`config.mk`:
```
export PLATFORM = sky130hd
export DESIGN_NAME = elevator_dispatch_ctrl
export DESIGN_NICKNAME = d
export VERILOG_FILES = /design/src/rtl/elevator_pkg.sv /design/src/rtl/tick_timer.sv /design/src/rtl/elevator_dispatch_ctrl.sv
export SDC_FILE = /design/constraint.sdc
export NUM_CORES = 1
export LEC_CHECK = 0
export ABC_AREA = 1
export ABC_CLOCK_PERIOD_IN_PS = 2100
export BUFFER_PORTS_ARGS = -buffer_cell sky130_fd_sc_hd__buf_4
export CAP_MARGIN = 10
export CORE_UTILIZATION = 45
export CTS_BUF_LIST = sky130_fd_sc_hd__clkbuf_16
export DETAILED_ROUTE_END_ITERATION = 7
export PLACE_DENSITY_LB_ADDON = 0.25
export SLEW_MARGIN = 20
export SYNTH_ARGS = -nofsm -noshare
export SYNTH_HDL_FRONTEND = slang
export SYNTH_SLANG_ARGS = --single-unit
```
`constraint.sdc`:
```
create_clock -name clk -period 2.1 [get_ports clk]
set_clock_uncertainty 0.15 [all_clocks]
set_input_delay 0.21 -clock clk [delete_from_list [all_inputs] [get_ports clk]]
set_output_delay 0.21 -clock clk [all_outputs]
set_load 0.05 [all_outputs]
```
`src/rtl/elevator_pkg.sv`:
```
// ============================================================================
// elevator_pkg : shared floor codes, widths and sequencer state encoding
// Revision     : 1.0
// ============================================================================
`default_nettype none

package elevator_pkg;

   localparam int ADDR_W  = 8;
   localparam int FLOOR_W = 2;
   localparam int TICK_W  = 16;

   localparam logic [FLOOR_W-1:0] FLOOR_M1 = 2'b00;
   localparam logic [FLOOR_W-1:0] FLOOR_1  = 2'b01;
   localparam logic [FLOOR_W-1:0] FLOOR_2  = 2'b10;
   localparam logic [FLOOR_W-1:0] FLOOR_3  = 2'b11;

   typedef enum logic [2:0] {
      IDLE   = 3'd0,
      FETCH  = 3'd1,
      MOVE   = 3'd2,
      DOOR   = 3'd3,
      NEXT   = 3'd4,
      FINISH = 3'd5
   } state_e;

endpackage

`default_nettype wire

```
`src/rtl/tick_timer.sv`:
```
// ============================================================================
// tick_timer : loadable down-counter, terminal count flagged at zero
// Revision   : 1.0
// ============================================================================
`default_nettype none

module tick_timer #(
   parameter int WIDTH = 16
) (
   input  logic             clk,
   input  logic             reset,
   input  logic             load_i,
   input  logic [WIDTH-1:0] load_val_i,
   input  logic             en_i,
   output logic             tc_o
);

   logic [WIDTH-1:0] count_q;

   always_ff @(posedge clk) begin
      if (reset) begin
         count_q <= '0;
      end else if (load_i) begin
         count_q <= load_val_i;
      end else if (en_i && (count_q != '0)) begin
         count_q <= count_q - WIDTH'(1);
      end
   end

   assign tc_o = (count_q == '0);

endmodule

`default_nettype wire

```
`src/rtl/elevator_dispatch_ctrl.sv`:
```
// ============================================================================
// elevator_dispatch_ctrl : walks the destination queue ROM, drives motor/door
// Optional emergency stop input enabled by macro ELEVATOR_ESTOP_EN.
// Revision : 1.0
// ============================================================================
`default_nettype none

module elevator_dispatch_ctrl
   import elevator_pkg::*;
#(
   parameter int                 QUEUE_LEN   = 10,
   parameter int                 FLOOR_TICKS = 4,
   parameter int                 DOOR_TICKS  = 3,
   parameter logic [FLOOR_W-1:0] HOME_FLOOR  = 2'b01
) (
   input  logic               clk,
   input  logic               reset,
   input  logic               start,
`ifdef ELEVATOR_ESTOP_EN
   input  logic               estop,
`endif
   output logic [ADDR_W-1:0]  queue_addr,
   input  logic [23:0]        queue_dest,
   output logic [FLOOR_W-1:0] floor_cur,
   output logic               motor_up,
   output logic               motor_down,
   output logic               door_open,
   output logic               busy,
   output logic               done,
   output logic [ADDR_W-1:0]  trip_count
);

   localparam logic [TICK_W-1:0] c_FLOOR_LOAD = TICK_W'(FLOOR_TICKS - 1);
   localparam logic [TICK_W-1:0] c_DOOR_LOAD  = TICK_W'(DOOR_TICKS - 1);
   localparam logic [ADDR_W-1:0] c_LAST_ADDR  = ADDR_W'(QUEUE_LEN - 1);

   state_e               state_q, state_d;
   logic [ADDR_W-1:0]    addr_q, addr_d, trip_q, trip_d;
   logic [FLOOR_W-1:0]   floor_q, floor_d, dest_q, dest_d;
   logic                 up_q, up_d, dn_q, dn_d, door_q, door_d;
   logic                 busy_q, busy_d, done_q, done_d;
   logic                 w_hold, w_tc, w_tmr_load, w_tmr_en;
   logic [TICK_W-1:0]    w_tmr_val;
   logic                 w_unused_dest;

`ifdef ELEVATOR_ESTOP_EN
   assign w_hold = estop;
`else
   assign w_hold = 1'b0;
`endif

   assign w_unused_dest = ^queue_dest[23:FLOOR_W];
   assign w_tmr_en      = ((state_q == MOVE) || (state_q == DOOR)) && !w_hold;

   // One timer serves both travel and door intervals; the load value is muxed.
   tick_timer #(.WIDTH(TICK_W)) u_timer (
      .clk        (clk),
      .reset      (reset),
      .load_i     (w_tmr_load),
      .load_val_i (w_tmr_val),
      .en_i       (w_tmr_en),
      .tc_o       (w_tc)
   );

   always_comb begin
      state_d    = state_q;
      addr_d     = addr_q;
      trip_d     = trip_q;
      floor_d    = floor_q;
      dest_d     = dest_q;
      w_tmr_load = 1'b0;
      w_tmr_val  = c_FLOOR_LOAD;
      case (state_q)
         IDLE: begin
            if (start) begin
               state_d = FETCH;
               addr_d  = '0;
               trip_d  = '0;
            end
         end
         FETCH: begin
            if (!w_hold) begin
               dest_d     = queue_dest[FLOOR_W-1:0];
               w_tmr_load = 1'b1;
               if (dest_d == floor_q) begin
                  state_d   = DOOR;
                  w_tmr_val = c_DOOR_LOAD;
               end else begin
                  state_d = MOVE;
               end
            end
         end
         MOVE: begin
            if (!w_hold && w_tc) begin
               floor_d    = (dest_q > floor_q) ? floor_q + FLOOR_W'(1) : floor_q - FLOOR_W'(1);
               w_tmr_load = 1'b1;
               if (floor_d == dest_q) begin
                  state_d   = DOOR;
                  w_tmr_val = c_DOOR_LOAD;
               end
            end
         end
         DOOR: begin
            if (!w_hold && w_tc) state_d = NEXT;
         end
         NEXT: begin
            if (!w_hold) begin
               trip_d = trip_q + ADDR_W'(1);
               if (addr_q == c_LAST_ADDR) begin
                  state_d = FINISH;
               end else begin
                  addr_d  = addr_q + ADDR_W'(1);
                  state_d = FETCH;
               end
            end
         end
         FINISH: begin
            addr_d  = '0;
            state_d = IDLE;
         end
         default: state_d = IDLE;
      endcase

      // Outputs are decoded from next-state values so they land in flops
      up_d   = (state_d == MOVE) && !w_hold && (dest_d > floor_d);
      dn_d   = (state_d == MOVE) && !w_hold && (dest_d < floor_d);
      door_d = (state_d == DOOR);
      busy_d = (state_d != IDLE);
      done_d = (state_d == FINISH);
   end

   always_ff @(posedge clk) begin
      if (reset) begin
         state_q <= IDLE;
         addr_q  <= '0;
         trip_q  <= '0;
         floor_q <= HOME_FLOOR;
         dest_q  <= HOME_FLOOR;
         up_q    <= 1'b0;
         dn_q    <= 1'b0;
         door_q  <= 1'b0;
         busy_q  <= 1'b0;
         done_q  <= 1'b0;
      end else begin
         state_q <= state_d;
         addr_q  <= addr_d;
         trip_q  <= trip_d;
         floor_q <= floor_d;
         dest_q  <= dest_d;
         up_q    <= up_d;
         dn_q    <= dn_d;
         door_q  <= door_d;
         busy_q  <= busy_d;
         done_q  <= done_d;
      end
   end

   assign queue_addr = addr_q;
   assign trip_count = trip_q;
   assign floor_cur  = floor_q;
   assign motor_up   = up_q;
   assign motor_down = dn_q;
   assign door_open  = door_q;
   assign busy       = busy_q;
   assign done       = done_q;

endmodule

`default_nettype wire

```
After elaboration in Yosys (flattened, before gate mapping):

Index checks and enable logic that the tools add are counted.
Widths: inputs -> output; s select.

* equal/unequal tests: 13
* bitwise logic cells: 0
* add/subtract/negate cells: 5
* reductions and logical operators: 13
* divide/modulo/power cells: 0
* muxes and demuxes: 23
* order comparisons: 3
* $mul: 0
* shifts and indexed selects: 0

Operators with widths (number)
* $mux 16: 2
* $pmux 16 s2: 1
* $pmux 8 s3: 1
* $add 8x1->8 const B: 2
* $logic_not 16->1: 1
* $mux 8: 2
* $pmux 8 s2: 1
* $reduce_bool 16->1: 1
* $sub 16x1->16 const B: 1
* $mux 3: 5
* $pmux 3 s5: 1
* $eq 3x2->1 const B: 4
* $eq 3x3->1 const B: 3
* $eq 8x4->1 const B: 1
* $mux 2: 4
* $reduce_bool 3->1: 2
* $mux 1: 5
* $eq 2x2->1: 2
* $gt 2x2->1: 2
* $ne 2x2->1 const B: 2
* $reduce_bool 2->1: 2
* $eq 3x1->1 const B: 1
* $logic_and 1x1->1: 3
* $logic_not 3->1: 1
* 7 further kinds: 7

* bits in latches: 0
* bits in registers: 44
* input port bits: 27
* memories: 0
* word-level logic and storage cells: 68
* bits in read-only memories: 0
* RAM bits: 0

Longest topological paths before layout:

Gate-level depths: netlist of the first run.

* depth after elaboration: 8
* mapped depth: 15
* depth with buffers taken out: 15

By module:

From an unflattened synthesis of the first run, not the netlist that was laid out.

* cell total of the unflattened synthesis: 438
* area total of the unflattened synthesis: 2785.2 um2

By module, submodules not included
* elevator_dispatch_ctrl: cells an instance 226, seq. area each 560.5 um2, area an instance 1590.3 um2, instances 1
* tick_timer: cells an instance 212, seq. area each 320.3 um2, area an instance 1194.9 um2, instances 1

Worst setup path after synthesis of the first run:

No wires, ideal clock.

* path type: reg-to-reg
* start: register floor_q[1] (netlist: floor_cur[1])
* end: register up_q (netlist: motor_up)
* data required time: 1886 ps
* library setup time: 64 ps
* setup slack: -283 ps
* cell stages (with the launch flop): 14
* arrival: 2168 ps
* cell sequence: dfxtp_1 -> inv_1 -> ha_1 -> nand2_1 -> nand2_1 -> nand3_1 -> nand2_1 -> nor2_1 -> a21oi_1 -> ha_1 -> inv_1 -> o21bai_1 -> nand2_1 -> nor2_1

* longest elaborated chain between the ends: 8
* elaborated cells between the ends (all ways): 15
* classes of those cells: add/sub: 2; order compare: 2; eq/ne: 3; mux: 7; reduce/logical: 1

Ends and longest elaborated chain
* start: declaration: RTL line elevator_dispatch_ctrl.sv:39 `logic [FLOOR_W-1:0] floor_q, floor_d, dest_q, dest_d;`
* start signal: assignment: RTL line elevator_dispatch_ctrl.sv:148 `floor_q <= floor_d;`
* $sub 2x1->2 (tied with other cells): RTL line elevator_dispatch_ctrl.sv:95 `floor_d = (dest_q > floor_q) ? floor_q + FLOOR_W'(1) : floor_q - FLOOR_W'(1);`
* $mux 2: RTL line elevator_dispatch_ctrl.sv:95
* $eq 2x2->1: RTL line elevator_dispatch_ctrl.sv:97 `if (floor_d == dest_q) begin`
* $mux 3: RTL line elevator_dispatch_ctrl.sv:97
* $mux 3: RTL line elevator_dispatch_ctrl.sv:94 `if (!w_hold && w_tc) begin`
* $pmux 3 s5: RTL line elevator_dispatch_ctrl.sv:73 `case (state_q)`
* $eq 3x2->1: RTL line elevator_dispatch_ctrl.sv:125 `up_d = (state_d == MOVE) && !w_hold && (dest_d > floor_d);`
* $logic_and 1x1->1 *: RTL line elevator_dispatch_ctrl.sv:125
* end signal: assignment: RTL line elevator_dispatch_ctrl.sv:150 `up_q <= up_d;`
* end: declaration: RTL line elevator_dispatch_ctrl.sv:40 `logic up_q, up_d, dn_q, dn_d, door_q, door_d;`

Every way passes the cells marked *; elsewhere a longest branch is shown, timed or not.
A chain may end at the register's enable or synchronous reset.

Worst setup path after layout of the first run:

Ends and elaborated chain as after synthesis.

==> reports/qor.yml, run 1 <==
hold_depth: 3
fillers: 546
drt-initial-drc-count: 89
synth-compound-area-share: 0.1189
setup_ws_ns: 0.08699
yosysMostFrequentCell: "nand2_1"
ys.flop_type: "dfxtp_1"
htreeDepth: 2
powerDensity_nw_per_um2: 1255
switching_share: 0.4449
synthesis.area_sq_um: 2610
die-area_sq_um: 6108
clock_latency_ns: 0.28
wl_um: 5727
fmax_mhz: 496.8
synth_xor_area_frac: 0.03020
maxCapViolCount: 0
multi_input_area_sq_um: 1531
dp_hpwl_um: 4082
vias_per_cell: 4.970
clockBufferDepth: 2
status: "finished clean"
placedCellCount: 481
synthesis.nets: 414
firstDrtPassIters: 4
required_ns: 2.17
switching_power_mw: 1.769
cts_inserted_buffers: 5
ys_seq_area_frac: 0.3375
detail-route-antenna-nets: 0
netlist.area_leader.share: 0.3375
row_count: 27
setup_viol: 0
hold_viol: 0
grt_usage: 0.1874
syn2layout_area_growth_pct: 21.38
crit_arrival_ns: 2.08
fin_crit_ns: 2.013
timing.hold.ws_ns: 0.07475
rsz0062_at_grt: "yes"
ctsHoldBuffers: 0
register_area_sq_um: 885.9
antenna_found_initial: 0
synth_seq_cells: 44
yosysWarningCount: 0
synth-edff-count: 0
tightest_slew_ns: 0.3693
start_util: 0.4711
finalNonFillerCells: 494
gp_congestion: 0.8984
r2r_setup_slack_ns: 0.09
path_clk_slew_ns: 0.06
remaining_drc_errors: 0
avgSynthCellArea_sq_um: 6.887
synth-simple-area-share: 0.3806
synth_cell_type_count: 35
core_area_sq_um: 5540
cp_max_fo: 5
post-route-period-util: 0.9586
syn_inst: 379
synth_top_family_by_area: "simple AND/OR/NAND/NOR gates"
start_kind: "flop"
port_buffers: 27
vias: 2455
ys_top_cells_by_area: "dfxtp_1, nand2_1, nor2_1"
slew_headroom: 0.7538
p_leak_nw: 1.459
grt_pass1_wl_um: 9142
r2r_start: "floor_cur[1]"
timing.rr.end: "motor_up"
maxSlewViolCount: 0
internal_power_mw: 2.207
wire_per_inst_um: 11.59
ctsRootBufferMaster: "clkbuf_16"
clock_sinks: 44
grt.overflow.total: 0
die_width_um: 78.16
p_clk_frac: 0.188
synth_fa_ha_area_frac: 0.03835
synth_common_cells: "nand2_1, nor2_1, inv_1"
worst-r2r-cell-count: 14
ios: 50
antenna_cells: 0
die_h_um: 78.16
synthArstFlopShare: 0
hp-class: "primary input to flop"
layout-drive-gt1-share: 0.2536
cts_tree: "built"
crit_end: "motor_up"
synth_largest_area_cell: "dfxtp_1"
crit_start: "floor_cur[1]"
power.share.sequential: 0.277
critPathKind: "flop to flop"
ir_drop_uv: 882.7
crit_path_end_kind: "flop"
power.share.combinational: 0.535
dp_slack_ns: 0.06332
layout.nets: 457
grt_max_degree: 26
synthMuxAreaShare: 0
grt_pass1_vias: 2085
==> layer usage <==
layer / track usage / up-vias / routed length [um]
met1: 0.2405 / 1119 / 2839
met3: 0.03488 / 2 / 173
li1: - / 1295 / -
met5: 0 / - / 0
met4: 0.05000 / 0 / 31
met2: 0.3202 / 39 / 2683
==> critical path: stages, from the launching register on <==
cell and delay [ns]:
dfxtp_4 0.39, inv_4 0.04, ha_4 0.26, nand2_2 0.04, nand2_2 0.06, nand2_1 0.05, nand2_1 0.11, nand2_2 0.09
nor2_4 0.09, a21oi_2 0.04, ha_1 0.29, inv_1 0.04, o21bai_1 0.16, nand2_1 0.07, nor2_1 0.07
==> worst min path at each step <==
stage / slack (ns) / endpoint / startpoint
2_1_floorplan: 0.22 / dest_q[1] / queue_dest[1]
3_3_place_gp: 0.32 / queue_addr[7] / queue_addr[7]
3_5_place_dp: 0.33 / trip_count[6] / trip_count[6]
4_1_cts: 0.08 / dest_q[0] / queue_dest[0]
5_1_grt: 0.08 / dest_q[1] / queue_dest[1]
6_report: 0.07 / dest_q[0] / queue_dest[0]
==> cell type report <==
| type | instances | share of cell area |
|---|---|---|
| Clock buffer | 5 | 0.03949 |
| Clock inverter | 2 | 0.003949 |
| Inverter | 54 | 0.06556 |
| Multi-Input combinational cell | 275 | 0.4834 |
| Sequential cell | 44 | 0.2796 |
| Tap cell | 72 | 0.02844 |
| Timing Repair Buffer | 42 | 0.09953 |
==> per-stage QoR <==
step                utilization  area [sq um]  total power [mW]  TNS (ns)
floorplan                     -          2615             2.717         0
finish                   0.5718          3168             3.976         0
global route             0.5718          3168             4.314  -0.09257
detailed placement       0.5296          2934             3.101         0
CTS                      0.5544          3072             3.869         0
global placement         0.5296          2934             3.069         0
==> registers in the layout (all words and copies together), names as in the netlist <==
name             count
busy                 1
motor_down           1
dest_q               2
door_open            1
queue_addr           8
done                 1
trip_count           8
motor_up             1
floor_cur            2
state_q              3
u_timer.count_q     16
==> power by group through the flow <==
stage	clock [mW]	combinational [mW]	sequential, mW
2_1_floorplan	0	1.54	1.18
3_3_place_gp	0	1.96	1.11
3_5_place_dp	0	1.99	1.11
4_1_cts	0.770	2.01	1.09
5_1_grt	0.801	2.39	1.12
6_report	0.748	2.13	1.10
==> layout by cell type, fill, tap and decap left out, types with 2 or more instances in the layout <==
cell type,instances
nand2_1,88
nor2_1,45
inv_1,43
dfxtp_1,42
buf_4,42
nand3_1,27
a21oi_1,18
nand2_2,15
o21ai_0,13
a21oi_2,11
nand4_1,10
inv_2,8
xor2_1,6
ha_1,6
nor2_4,5
clkbuf_16,5
nor2_2,4
nor3_1,4
nand2_4,3
xnor2_1,3
inv_4,2
o21bai_1,2
or2_2,2
a211oi_1,2
ha_4,2
==> cells by family after synthesis <==
kind of cell    after synthesis
buf+inv                      60
simple gates                208
flops                        44
fa+ha+maj                     8
compound gates               50
xor+xnor                      9
==> timing repair <==
| item | in CTS | in global routing |
|---|---|---|
| resized for setup | 0 | 13 |
| setup endpoints to repair | 0 | 2 |
| setup buffers | 0 | 6 |
(Power assumes the default switching activity.)
==> run 2, diff against run 1 <==
SETUP_SLACK_MARGIN = 0.4   (was unset)
==> reports/qor.yml, run 2 (synthesized netlist as in run 1, its figures left out) <==
layout.nets: 458
die_width_um: 78.16
grt_pass1_vias: 2028
required_ns: 2.13
ctsRootBufferMaster: "clkbuf_16"
ir_drop_uv: 860.3
antenna_found_initial: 0
wire_per_inst_um: 11.95
largest_reg_flops: 16
start_kind: "flop"
final_cell_mix: "nand2_1, nor2_1, inv_1, buf_4, dfxtp_1"
path_clk_slew_ns: 0.07
antenna_cells: 0
clock_latency_ns: 0.29
rsz0062_at_grt: "yes"
final_area_sq_um: 3318
hp-class: "primary input to flop"
maxCapViolCount: 0
grt_max_degree: 26
final_common_cell: "nand2_1"
layout-drive-gt1-share: 0.2995
worst-r2r-cell-count: 14
internal_power_mw: 2.435
crit_path_end_kind: "flop"
placedCellCount: 480
wl_um: 5928
port_buffers: 27
crit_arrival_ns: 2.19
hold_depth: 3
maxSlewViolCount: 0
place_area_sq_um: 2953
firstDrtPassIters: 4
syn2layout_area_growth_pct: 27.13
power.share.combinational: 0.532
post-route-period-util: 1.024
setup_ws_ns: -0.05142
tightest_slew_ns: 0.3879
row_count: 27
dp_hpwl_um: 3939
switching_power_mw: 1.889
fillers: 515
start_util: 0.4711
clock_sinks: 44
finalNonFillerCells: 496
vias: 2470
vias_per_cell: 4.980
remaining_drc_errors: 0
hold_viol: 0
grt.overflow.total: 0
setup_viol: 2
gp_congestion: 0.8902
critPathKind: "flop to flop"
switching_share: 0.4369
fin_util: 0.5989
cts_tree: "built"
cp_max_fo: 2
power.share.sequential: 0.256
die_h_um: 78.16
ios: 50
die-area_sq_um: 6108
powerDensity_nw_per_um2: 1303
clockBufferDepth: 2
status: "finished, violations left"
detail-route-antenna-nets: 0
dp_slack_ns: 0.04532
p_leak_nw: 1.508
p_clk_frac: 0.212
grt_usage: 0.1949
htreeDepth: 2
slew_headroom: 0.7414
cts_inserted_buffers: 5
r2r_setup_slack_ns: -0.05
failed_checks: "setup timing"
timing.hold.ws_ns: 0.07010
drt-initial-drc-count: 117
setup-tns-final_ns: -0.05330
core_area_sq_um: 5540
top_register: "u_timer.count_q"
fin_crit_ns: 2.151
fmax_mhz: 464.8
grt_pass1_wl_um: 9370
finalPower_mw: 4.324
## run 2: cell count changes in the layout (fill, tap and decap cells not counted), sizes merged
| cell | before | now |
|---|---|---|
| inv | 53 | 55 |
| buf | 42 | 43 |
| bufinv | 0 | 1 |
| clkinv | 2 | 1 |
| clkinvlp | 1 | 0 |
## run 2: area by class of cell
| type | instances | area [sq um] | share of cell area |
|---|---|---|---|
| Clock buffer | 5 | 125.1 | 0.03771 |
| Clock inverter | 3 | 45.04 | 0.01357 |
| Inverter | 54 | 215.2 | 0.06486 |
| Multi-Input combinational cell | 275 | 1617 | 0.4872 |
| Sequential cell | 44 | 899.6 | 0.2711 |
| Tap cell | 72 | 90.09 | 0.02715 |
| Timing Repair Buffer | 43 | 326.6 | 0.09842 |
## run 2: worst paths after layout
kind,from,end
setup / recovery,floor_cur[1],motor_down
hold / removal,queue_dest[1],dest_q[1]
setup reg to reg,floor_cur[1],motor_down
hold reg to reg,trip_count[0],trip_count[0]
## run 2: power groups by stage
stage          Sequential [mW]  Combinational (mW)  Clock [mW]
2_1_floorplan             1.19                1.54           0
3_3_place_gp              1.11                1.97           0
4_1_cts                   1.10                2.10       0.940
3_5_place_dp              1.11                1.99           0
5_1_grt                   1.13                2.54       0.977
6_report                  1.11                2.30       0.917
## run 2: routing by layer
layer | vias to the layer above | part of all wire | track usage
met3 | 10 | 0.047 | 0.03488
li1 | 1301 | - | -
met1 | 1101 | 0.47 | 0.2523
met2 | 58 | 0.46 | 0.3132
met5 | - | 0 | 0
met4 | 0 | 0.022 | 0.09074
## run 2: timing repair
| item | 4_1_cts | 5_1_grt |
|---|---|---|
| hold buffers | 0 | 0 |
| endpoints found under the setup margin | 20 | 29 |
| setup buffers | 4 | 4 |
| cloned | 0 | 0 |
| resized for setup | 11 | 22 |
| pin swaps | 9 | 16 |
| endpoints found under the hold margin | 0 | 0 |
## run 2: critical path, cell delays in order (launching register included)
cell	delay [ns]
dfxtp_4	0.36
inv_4	0.04
ha_4	0.25
nand2_2	0.04
nand2_2	0.05
nand2_1	0.06
nand2_2	0.08
nand2_2	0.06
nor2_2	0.16
a21oi_2	0.06
ha_1	0.29
inv_1	0.06
o21bai_1	0.21
buf_4	0.14
nor2_1	0.03
==> run 3, diff against run 2 <==
SYNTH_HIERARCHICAL = 1   (was unset)
==> reports/qor.yml, run 3 <==
crit_path_end_kind: "flop"
core_area_sq_um: 5956
maxCapViolCount: 0
grt_max_degree: 27
synth-edff-count: 0
crit_arrival_ns: 2.49
antenna_found_initial: 0
switching_power_mw: 1.320
cts_inserted_buffers: 5
cts_tree: "built"
grt.overflow.total: 0
required_ns: 2.18
syn2layout_area_growth_pct: 40.79
timing.rr.end: "busy"
ys.flop_type: "dfxtp_1"
power.share.combinational: 0.476
port_buffers: 27
die_h_um: 80.67
drt-initial-drc-count: 121
firstDrtPassIters: 4
p_clk_frac: 0.224
vias_per_cell: 4.867
grt_pass1_wl_um: 12030
multi_input_area_sq_um: 1893
die-area_sq_um: 6508
wl_um: 7435
synth_seq_cells: 44
top_register: "u_timer/count_q"
setup_ws_ns: -0.3021
hold_viol: 0
powerDensity_nw_per_um2: 859.8
internal_power_mw: 2.052
final_common_cell: "nand2_1"
detail-route-antenna-nets: 0
hp-class: "primary input to flop"
rsz0062_at_grt: "yes"
largest_reg_flops: 16
gp_congestion: 0.8834
r2r_setup_slack_ns: -0.30
synthesis.area_sq_um: 2785
layout.nets: 570
start_util: 0.4676
setup_viol: 23
layout-drive-gt1-share: 0.3271
clock_sinks: 44
fmax_mhz: 416.3
path_clk_slew_ns: 0.06
die_width_um: 80.67
netlist.area_leader.share: 0.3163
synth_cell_type_count: 38
power.share.sequential: 0.300
grt_pass1_vias: 2849
status: "finished, violations left"
post-route-period-util: 1.144
fin_util: 0.6584
ys_top_cells_by_area: "dfxtp_1, nand2_1, nor2_1"
remaining_drc_errors: 0
fin_crit_ns: 2.402
final_cell_mix: "nand2_1, buf_4, nor2_1"
ir_drop_uv: 605.1
r2r_start: "u_timer/count_q[0]"
ctsRootBufferMaster: "clkbuf_16"
htreeDepth: 2
synth_largest_area_cell: "dfxtp_1"
synth_common_cells: "nand2_1, nor2_1, inv_1"
wire_per_inst_um: 12.19
min_from: "queue_dest[1]"
switching_share: 0.3915
syn_inst: 438
critPathKind: "flop to flop"
dp_hpwl_um: 4903
finalPower_mw: 3.371
register_area_sq_um: 889.6
synthArstFlopShare: 0
clock_latency_ns: 0.29
fillers: 505
cp_max_fo: 3
maxSlewViolCount: 0
antenna_cells: 0
avgSynthCellArea_sq_um: 6.359
vias: 2969
hold-path-endpoint: "dest_q[1]"
hold_depth: 3
clockBufferDepth: 2
yosysWarningCount: 6
grt_usage: 0.2370
start_kind: "flop"
failed_checks: "setup timing"
dp_slack_ns: -0.4496
ys_seq_area_frac: 0.3163
row_count: 28
p_leak_nw: 1.803
worst-r2r-cell-count: 19
yosysMostFrequentCell: "nand2_1"
ios: 50
==> run 3: per-stage QoR <==
step,hold WS (ns),instances,instance area [sq um],setup TNS (ns)
finish,0.08750,610,3921,-4.730
detailed placement,0.3310,583,3425,-4.798
floorplan,0.1325,451,2889,-4.591
CTS,0.08538,604,3776,-3.191
global placement,0.3183,583,3425,-3.857
global route,0.1119,610,3921,-8.330
==> run 3: worst max-delay path: stages, from the launching register on <==
cell and delay [ns]:
dfxtp_2 0.32, inv_2 0.07, ha_4 0.13, inv_2 0.04, nor2_4 0.10, nand3_2 0.10, nor2_4 0.11, nand2_2 0.08
nor4_4 0.14, buf_4 0.17, buf_4 0.10, buf_6 0.10, inv_4 0.04, nor2_4 0.11, buf_6 0.10, buf_4 0.09
nand4_1 0.13, nand2_1 0.12, nand2_1 0.08, nand2_1 0.08
==> run 3: power groups by stage <==
| stage | Clock, mW | Combinational (mW) | Sequential, mW |
|---|---|---|---|
| 2_1_floorplan | 0 | 0.871 | 1.08 |
| 3_3_place_gp | 0 | 1.34 | 1.02 |
| 5_1_grt | 0.800 | 1.78 | 1.02 |
| 4_1_cts | 0.775 | 1.49 | 1.01 |
| 3_5_place_dp | 0 | 1.36 | 1.02 |
| 6_report | 0.756 | 1.60 | 1.01 |
==> run 3: cells by family after synthesis <==
logic type | count (synthesis) | share of synthesized area
buffers and inverters | 62 | 0.09389
AO/OA/AOI/OAI | 58 | 0.1208
flip-flops | 44 | 0.3163
XOR/XNOR | 4 | 0.01258
other | 2 | 0.002696
adder cells (fa/ha/maj) | 8 | 0.03594
AND/OR/NAND/NOR | 260 | 0.4178
==> run 3: repair_timing <==
item | in CTS | in global routing
setup buffers | 14 | 6
hold buffers | 0 | 0
endpoints found under the setup margin | 26 | 30
gates resized for setup | 34 | 18
pin swaps | 18 | 7
==> run 3: area by class of cell <==
cell class | instances | area share
clock buffers | 5 | 0.03191
clock inverters | 2 | 0.003191
inverters | 54 | 0.05361
multi-input cells | 345 | 0.4828
flip-flops and latches | 44 | 0.2269
well taps | 75 | 0.02393
repair buffers | 85 | 0.1777
==> run 3: routing by layer <==
layer | share of wire | GRT usage | vias to the layer above
li1 | - | - | 1561
met5 | 0 | 0 | -
met2 | 0.52 | 0.4508 | 56
met4 | 0.019 | 0.07321 | 0
met3 | 0.033 | 0.04659 | 14
met1 | 0.43 | 0.2596 | 1338
==> run 3: worst max path at each step <==
stage | start | end | slack [ns] | depth (start not counted)
final | u_timer/count_q[0] | busy | -0.30 | 19
after global placement | u_timer/count_q[1] | motor_up | -0.37 | 18
after CTS | u_timer/count_q[0] | motor_up | -0.21 | 17
after global routing | u_timer/count_q[0] | busy | -0.47 | 19
after floorplan | u_timer/count_q[1] | u_timer/count_q[13] | -0.39 | 15
after detailed placement | u_timer/count_q[1] | motor_up | -0.45 | 18
